## config.mk

```make
export PLATFORM = sky130hd
export DESIGN_NAME = alu_share_arbiter
export DESIGN_NICKNAME = d
export VERILOG_FILES = /design/src/rtl/alu_share_arbiter_pkg.sv /design/src/rtl/alu_share_arbiter_circuits.sv /design/src/rtl/alu_share_arbiter_rr_arbiter.sv /design/src/rtl/alu_share_arbiter.sv
export SDC_FILE = /design/constraint.sdc
export NUM_CORES = 1
export LEC_CHECK = 0
export ABC_CLOCK_PERIOD_IN_PS = 9600
export CORE_UTILIZATION = 36
export DETAILED_ROUTE_END_ITERATION = 10
export SKIP_CTS_REPAIR_TIMING = 1
export SLEW_MARGIN = 20
export SYNTH_ARGS = -nofsm -noshare
export SYNTH_HDL_FRONTEND = slang
export SYNTH_SLANG_ARGS = --single-unit
```

## constraint.sdc

```tcl
create_clock -name clk -period 9.6 [get_ports clk]
set_clock_uncertainty 0.2 [all_clocks]
set_input_delay 2.88 -clock clk [delete_from_list [all_inputs] [get_ports clk]]
set_output_delay 2.88 -clock clk [all_outputs]
set_load 0.03 [all_outputs]
```

## src/rtl/alu_share_arbiter_pkg.sv

```systemverilog
// Shared types for the ALU-sharing arbiter: sequencer states, ALU op codes
// and the captured command word.
package alu_share_arbiter_pkg;

   typedef enum logic [1:0] {
      ST_IDLE = 2'd0,
      ST_EXEC = 2'd1,
      ST_RESP = 2'd2
   } state_t;

   localparam logic [1:0] OP_INC       = 2'b00;
   localparam logic [1:0] OP_ADD       = 2'b01;
   localparam logic [1:0] OP_SUB       = 2'b10;
   localparam logic [1:0] OP_ONE_MINUS = 2'b11;

   typedef struct packed {
      logic [1:0] op;
      logic [2:0] a;
      logic [2:0] b;
   } alu_cmd_t;

endpackage

```

## src/rtl/alu_share_arbiter_circuits.sv

```systemverilog
// Shared 3-bit four-function ALU: A+1, A+B, B-A, 1-B.
// Combinational; carry is the raw adder carry-out (1 means no borrow on subtracts).
module circuits
   import alu_share_arbiter_pkg::*;
(
   input  logic [1:0] s,
   input  logic [2:0] a,
   input  logic [2:0] b,
   output logic [2:0] g,
   output logic       carry
);

   logic [3:0] sum;

   always_comb begin
      sum = 4'd0;
      case (s)
         OP_INC:  sum = {1'b0, a} + 4'd1;
         OP_ADD:  sum = {1'b0, a} + {1'b0, b};
         OP_SUB:  sum = {1'b0, b} + {1'b0, ~a} + 4'd1;
         default: sum = {1'b0, ~b} + 4'd2;
      endcase
   end

   assign g     = sum[2:0];
   assign carry = sum[3];

endmodule

```

## src/rtl/alu_share_arbiter_rr_arbiter.sv

```systemverilog
// Round-robin pick: first asserted request after ptr, wrapping modulo N_REQ.
// Purely combinational; emits a one-hot grant and the matching binary index.
module rr_arbiter #(
   parameter int N_REQ = 4,
   parameter int ID_W  = 2
) (
   input  logic [N_REQ-1:0] req,
   input  logic [ID_W-1:0]  ptr,
   output logic [N_REQ-1:0] grant,
   output logic [ID_W-1:0]  idx
);

   // Walk the search order backwards so the nearest candidate after ptr wins.
   always_comb begin
      grant = '0;
      idx   = '0;
      for (int k = N_REQ; k >= 1; k--) begin
         if (req[(int'(ptr) + k) % N_REQ]) begin
            grant = '0;
            grant[(int'(ptr) + k) % N_REQ] = 1'b1;
            idx = ID_W'((int'(ptr) + k) % N_REQ);
         end
      end
   end

endmodule

```

## src/rtl/alu_share_arbiter.sv

```systemverilog
// Shares one ALU among N_REQ requesters with round-robin grant, one op in flight.
// Latency: rsp_valid rises 2 edges after the grant cycle; at least 3 cycles per op.
// Backpressure: result held until rsp_ready; no grants while busy.
module alu_share_arbiter
   import alu_share_arbiter_pkg::*;
#(
   parameter int N_REQ = 4,
   parameter int ID_W  = 2
) (
   input  logic               clk,
   input  logic               rst,
   input  logic [N_REQ-1:0]   req_valid,
   output logic [N_REQ-1:0]   req_ready,
   input  logic [2*N_REQ-1:0] req_op,
   input  logic [3*N_REQ-1:0] req_a,
   input  logic [3*N_REQ-1:0] req_b,
   output logic               rsp_valid,
   input  logic               rsp_ready,
   output logic [ID_W-1:0]    rsp_id,
   output logic [2:0]         rsp_g,
   output logic               rsp_carry,
   output logic               busy
);

   state_t           state, state_nxt;
   logic [ID_W-1:0]  rr_ptr, cap_id, win_idx;
   logic [N_REQ-1:0] win_grant;
   alu_cmd_t         cmd;
   logic [2:0]       alu_g;
   logic             alu_carry;
   logic             grant_go;

   rr_arbiter #(.N_REQ(N_REQ), .ID_W(ID_W)) u_rr (
      .req   (req_valid),
      .ptr   (rr_ptr),
      .grant (win_grant),
      .idx   (win_idx)
   );

   // The ALU only ever sees the capture registers, never live requester inputs.
   circuits u_alu (
      .s     (cmd.op),
      .a     (cmd.a),
      .b     (cmd.b),
      .g     (alu_g),
      .carry (alu_carry)
   );

   always_comb begin
      state_nxt = state;
      req_ready = '0;
      grant_go  = 1'b0;
      case (state)
         ST_IDLE: begin
            if (!rst && |req_valid) begin
               req_ready = win_grant;
               grant_go  = 1'b1;
               state_nxt = ST_EXEC;
            end
         end
         ST_EXEC: state_nxt = ST_RESP;
         ST_RESP: if (rsp_ready) state_nxt = ST_IDLE;
         default: state_nxt = ST_IDLE;
      endcase
   end

   assign busy = (state != ST_IDLE);

   always_ff @(posedge clk) begin
      if (rst) begin
         state     <= ST_IDLE;
         rr_ptr    <= ID_W'(N_REQ - 1);
         cmd       <= '0;
         cap_id    <= '0;
         rsp_valid <= 1'b0;
         rsp_id    <= '0;
         rsp_g     <= 3'd0;
         rsp_carry <= 1'b0;
      end else begin
         state <= state_nxt;
         if (grant_go) begin
            cmd.op <= req_op[2*int'(win_idx) +: 2];
            cmd.a  <= req_a[3*int'(win_idx) +: 3];
            cmd.b  <= req_b[3*int'(win_idx) +: 3];
            cap_id <= win_idx;
            rr_ptr <= win_idx;
         end
         if (state == ST_EXEC) begin
            rsp_g     <= alu_g;
            rsp_carry <= alu_carry;
            rsp_id    <= cap_id;
            rsp_valid <= 1'b1;
         end
         if (state == ST_RESP && rsp_ready) begin
            rsp_valid <= 1'b0;
         end
      end
   end

endmodule

```

==> results of run 1 <==
==> power breakdown <==
part / switching [mW] / internal (mW) / total (mW)
sequential: 0.0268 / 0.104 / 0.131
clock: 0.0301 / 0.0289 / 0.0591
combinational: 0.124 / 0.114 / 0.238
total: 0.181 / 0.248 / 0.429
==> worst paths after layout <==
check	to	cells past startpoint
setup / recovery	req_ready[3]	7
hold / removal	cap_id[1]	1
setup reg to reg	cmd[7]	7
hold reg to reg	cap_id[1]	1
==> metal layers <==
layer | vias to the layer above | share of wire | global-route usage
li1 | 924 | - | -
met1 | 848 | 0.45 | 0.233
met2 | 51 | 0.48 | 0.325
met3 | 12 | 0.044 | 0.0321
met4 | 0 | 0.030 | 0.0713
met5 | - | 0 | 0
==> sequential cells by signal (all words and copies together) (netlist names) <==
signal     flops
rsp_g          3
rr_ptr         2
cmd            8
rsp_carry      1
cap_id         2
rsp_id         2
state          2
rsp_valid      1
==> worst max-delay path: stages <==
cell and delay [ns]:
clkdlybuf4s50_1 0.55, mux4_2 0.61, nor2b_1 0.26, a221o_1 0.19
a22oi_1 0.06, nor2_1 0.09, clkdlybuf4s50_1 0.67
==> cells in the final DEF (no fill, tap or decap), types with 5 or more instances in the layout <==
cell and count:
clkdlybuf4s50_1 50, o211ai_1 7, or2_2 5, dfxtp_1 21
ha_1 13, a21oi_1 14, nor3_1 5, nor2_1 23
inv_1 14, a221o_1 7, mux2_2 7, o21ai_0 6
a211oi_1 7, mux2i_1 15, nand2_1 14
==> cells by family after synthesis <==
| kind of cell | share of synthesized area |
|---|---|
| buf+inv | 0.0784 |
| xor+xnor | 0.00915 |
| fa+ha+maj | 0.106 |
| mux | 0.157 |
| simple gates | 0.143 |
| compound gates | 0.287 |
| flops | 0.219 |
==> stage by stage <==
stage	cells	util	hold WS, ns	total power [mW]	worst slack (ns)
2_1_floorplan	226	-	0.226	0.311	2.10
3_3_place_gp	330	0.473	0.242	0.370	1.24
3_5_place_dp	330	0.473	0.244	0.373	1.22
4_1_cts	334	0.482	0.258	0.432	1.21
5_1_grt	334	0.482	0.282	0.469	1.02
6_report	334	0.482	0.252	0.429	1.20
==> layout make-up <==
type                    instances  area share
clock buffers                   3      0.0168
clock inverters                 1     0.00203
inverters                      15      0.0229
multi-input cells             173       0.546
flip-flops and latches         21       0.171
well taps                      70      0.0356
repair buffers                 51       0.206
==> impl_metrics.py, run 1 <==
metrics = {
    "drt": {
        "vias": 1835,
        "drt_iter0_markers": 74,
        "vias_per_cell": 5.49,
        "drtAntennaViolNets": 0,
        "drc_errors": 0,
        "first_pass_iters": 4,
        "routed_wl_um": 4660,
        "wl_per_cell_um": 14.0,
    },
    "logic_synthesis": {
        "synth_area_per_cell_um2": 8.48,
        "syn_area_um2": 1920,
        "ys_top_cells_by_count": "nor2_1 (23), dfxtp_1 (21), mux2i_1 (15)",
        "synth_largest_area_cell": "dfxtp_1",
        "synthTopCellsByArea": "dfxtp_1 (22%), ha_1 (8.5%), mux2i_1 (7.8%), nor2_1 (4.5%), mux2_2 (4.1%)",
        "syn_nets": 280,
        "synthCells": 226,
        "synth_top_area_share": 0.219,
        "synthFlopType": "dfxtp_1",
        "seq_area_frac_synth": 0.219,
        "yosysWarningCount": 0,
        "synth_edf_count": 0,
        "ys_async_sr_fraction": 0,
        "ys_types": 47,
        "synth_seq_cells": 21,
        "post-synth-top-count-cell": "nor2_1",
    },
    "sta": {
        "drv_slew": 0,
        "finalSetupViolCount": 0,
        "tightestPinTransition_ns": 0.950,
        "timing.final.crit_share": 0.875,
        "max_slew_margin": 0.366,
        "finalSetupTns_ns": 0,
        "hold_viol": 0,
        "period_needed_ns": 8.40,
        "fmax_mhz": 119,
        "rsz0062_at_grt": "false",
    },
    "clock_tree": {
        "tritoncts": "yes",
        "cts_max_path_buffers": 2,
        "clkTransAtPathRegs_ns": 0.08,
        "clock-sinks": 21,
        "cts-root-buf": "clkbuf_8",
        "clk_latency_ns": 0.26,
        "h-tree-depth": 1,
        "cts_buffers": 3,
    },
    "finish": {
        "multiInputGateArea_um2": 1350,
        "drive_gt1_frac": 0.0871,
        "fillers": 527,
        "seq_area_um2": 420,
        "nets": 319,
        "diodes": 0,
        "fin_area_um2": 2460,
        "syn_to_final_growth_pct": 28.6,
    },
    "grt": {
        "overflow": 0,
        "grt.total_usage": 0.188,
        "first_global_vias": 1814,
        "grt_max_degree": 26,
        "antenna_found_initial": 0,
        "grt_first_pass_wirelength_um": 8060,
    },
    "floorplanning": {
        "die_w_um": 74.9,
        "core_um2": 5110,
        "dieArea_um2": 5620,
        "ioPinCount": 51,
        "start_util": 0.375,
        "die_h_um": 74.9,
        "rows": 26,
    },
    "setup_path": {
        "cp.required_ns": 6.52,
        "r2r_slack_ns": 5.36,
        "end_kind": "output port",
        "startpoint": "req_valid[0]",
        "critPathLaunchType": "input port",
        "critPathArrivalTime_ns": 5.32,
        "critPathMaxFanout": 11,
        "crit_type": "in2out",
        "r2r-start": "rr_ptr[0]",
    },
    "worst_hold_path": {
        "min_from": "cap_id[1]",
        "hp-class": "reg2reg",
    },
    "place": {
        "hpwlAfterDp_um": 3600,
        "port_buffers": 50,
        "placed_area_um2": 2420,
        "gp_congestion": 0.762,
    },
    "power_and_ir_drop": {
        "irDropWorstVdd_mv": 0.0939,
        "power.density_nw_per_um2": 174,
        "total_leakage_power_nw": 0.955,
    },
    "flow_run": {
        "cap_violations": 0,
    },
    "run_status": {
        "outcome": "finished, final reports clean",
    },
}
No activity file was read; power rests on OpenSTA's default activity.
==> inputs of run 2 (changes only) <==
CORE_MARGIN = 3   (was unset)
HOLD_SLACK_MARGIN = 0.1   (was unset)
==> run 2 against run 1 <==
  * Power hardly changed
  * Clock-buffer cell count is the same
  * Via count shrank 0.76%
  * Register-to-register slack better by 0.66 ns
  * Sequential share of layout area is essentially flat
  * Utilization increased by 1.7 points
  * Setup slack worse by 0.0082 ns
  * Flip-flop and latch count stayed put
  * Critical path type unchanged
  * Largest power group unchanged
  * Highest routed layer is now met3
==> impl_metrics.py, run 2 (same netlist as run 1, synthesis figures left out) <==
metrics = {
    "clock_tree": {
        "clkTransAtPathRegs_ns": 0.08,
        "cts_buffers": 3,
        "cts-root-buf": "clkbuf_8",
        "clock-sinks": 21,
        "cts_max_path_buffers": 2,
        "tritoncts": "yes",
        "h-tree-depth": 1,
        "clk_latency_ns": 0.26,
    },
    "run_status": {
        "outcome": "finished, final reports clean",
    },
    "sta": {
        "drv_slew": 0,
        "timing.final.crit_share": 0.876,
        "rsz0062_at_grt": "false",
        "hold_viol": 0,
        "fmax_mhz": 119,
        "finalSetupViolCount": 0,
        "fin_ws_ns": 1.19,
        "tightestPinTransition_ns": 0.681,
        "finalSetupTns_ns": 0,
        "max_slew_margin": 0.545,
        "period_needed_ns": 8.41,
    },
    "floorplanning": {
        "core_um2": 4940,
        "die_w_um": 78.9,
        "start_util": 0.388,
        "die_h_um": 78.9,
        "rows": 25,
        "ioPinCount": 51,
        "dieArea_um2": 6230,
    },
    "grt": {
        "first_global_vias": 1729,
        "grt_max_degree": 26,
        "overflow": 0,
        "grt.total_usage": 0.159,
        "grt_first_pass_wirelength_um": 8050,
        "antenna_found_initial": 0,
    },
    "flow_run": {
        "cap_violations": 0,
    },
    "worst_hold_path": {
        "hp-class": "reg2reg",
    },
    "power_and_ir_drop": {
        "total_leakage_power_nw": 0.960,
        "irDropWorstVdd_mv": 0.0824,
        "power.density_nw_per_um2": 174,
    },
    "drt": {
        "drt_iter0_markers": 98,
        "wl_per_cell_um": 14.0,
        "vias": 1821,
        "drc_errors": 0,
        "drtAntennaViolNets": 0,
        "vias_per_cell": 5.48,
        "first_pass_iters": 4,
        "routed_wl_um": 4630,
    },
    "place": {
        "gp_congestion": 0.793,
        "hpwlAfterDp_um": 3670,
        "place_ws_ns": 1.18,
        "port_buffers": 50,
    },
    "finish": {
        "drive_gt1_frac": 0.0906,
        "diodes": 0,
        "syn_to_final_growth_pct": 28.8,
        "nets": 320,
        "largest-register": "cmd",
        "largest_reg_flops": 8,
        "final_cell_mix": "clkdlybuf4s50_1 (50), nor2_1 (23), dfxtp_1 (21), mux2i_1 (15)",
        "largestRegisters": "cmd x8, rsp_g x3",
        "fillers": 519,
        "final_common_cell": "clkdlybuf4s50_1",
    },
    "setup_path": {
        "rr_worst_depth": 8,
        "worstReg2RegEnd": "cmd[5]",
        "crit_path_end": "req_ready[3]",
        "cp.required_ns": 6.52,
        "critPathLaunchType": "input port",
        "critPathMaxFanout": 11,
        "crit_type": "in2out",
        "r2r-start": "rr_ptr[0]",
        "critPathArrivalTime_ns": 5.33,
        "r2r_slack_ns": 6.02,
        "end_kind": "output port",
        "startpoint": "req_valid[0]",
    },
}
-- run 2: cell count changes in the layout (fill, tap and decap cells not counted) --
cell	before	now
buf_4	1	2
-- run 2: critical path: stages --
cell and delay (ns):
clkdlybuf4s50_1 0.56, mux4_2 0.61, nor2b_1 0.25, a221o_1 0.19, a22oi_1 0.06, nor2_1 0.10
clkdlybuf4s50_1 0.68
-- run 2: worst min-delay path by stage --
stage               from  cells after the start   endpoint
2_1_floorplan  cap_id[1]                      1  cap_id[1]
3_5_place_dp    rsp_g[2]                      2   rsp_g[2]
3_3_place_gp   cap_id[1]                      1  cap_id[1]
5_1_grt         rsp_g[2]                      2   rsp_g[2]
4_1_cts         rsp_g[2]                      2   rsp_g[2]
6_report       cap_id[0]                      2  rsp_id[0]
-- run 2: area by class of cell --
class	count	area (um2)	share of cell area
Clock buffer	3	41.3	0.0167
Clock inverter	1	5.00	0.00203
Sequential cell	21	420	0.170
Timing Repair Buffer	52	515	0.209
Tap cell	67	83.8	0.0340
Inverter	15	56.3	0.0228
Multi-Input combinational cell	173	1350	0.545
-- run 2: power by group --
group / switching (mW) / internal [mW]
clock network: 0.0291 / 0.0289
logic: 0.131 / 0.116
registers: 0.0203 / 0.104
total: 0.180 / 0.249
-- run 2: metal layers --
metal / routed length [um] / track usage / up-vias
li1: - / - / 923
met1: 2150 / 0.213 / 841
met2: 2140 / 0.269 / 57
met3: 338 / 0.0408 / 0
met4: 0 / 0.0103 / 0
met5: 0 / 0 / -
-- run 2: through the flow --
stage	total power [mW]	hold slack, ns	instances	utilization	area, um2
detailed placement	0.373	0.248	328	0.490	2420
global route	0.469	0.275	332	0.499	2470
global placement	0.371	0.242	328	0.490	2420
finish	0.429	0.256	332	0.499	2470
floorplan	0.311	0.226	226	-	1920
CTS	0.432	0.257	332	0.499	2470
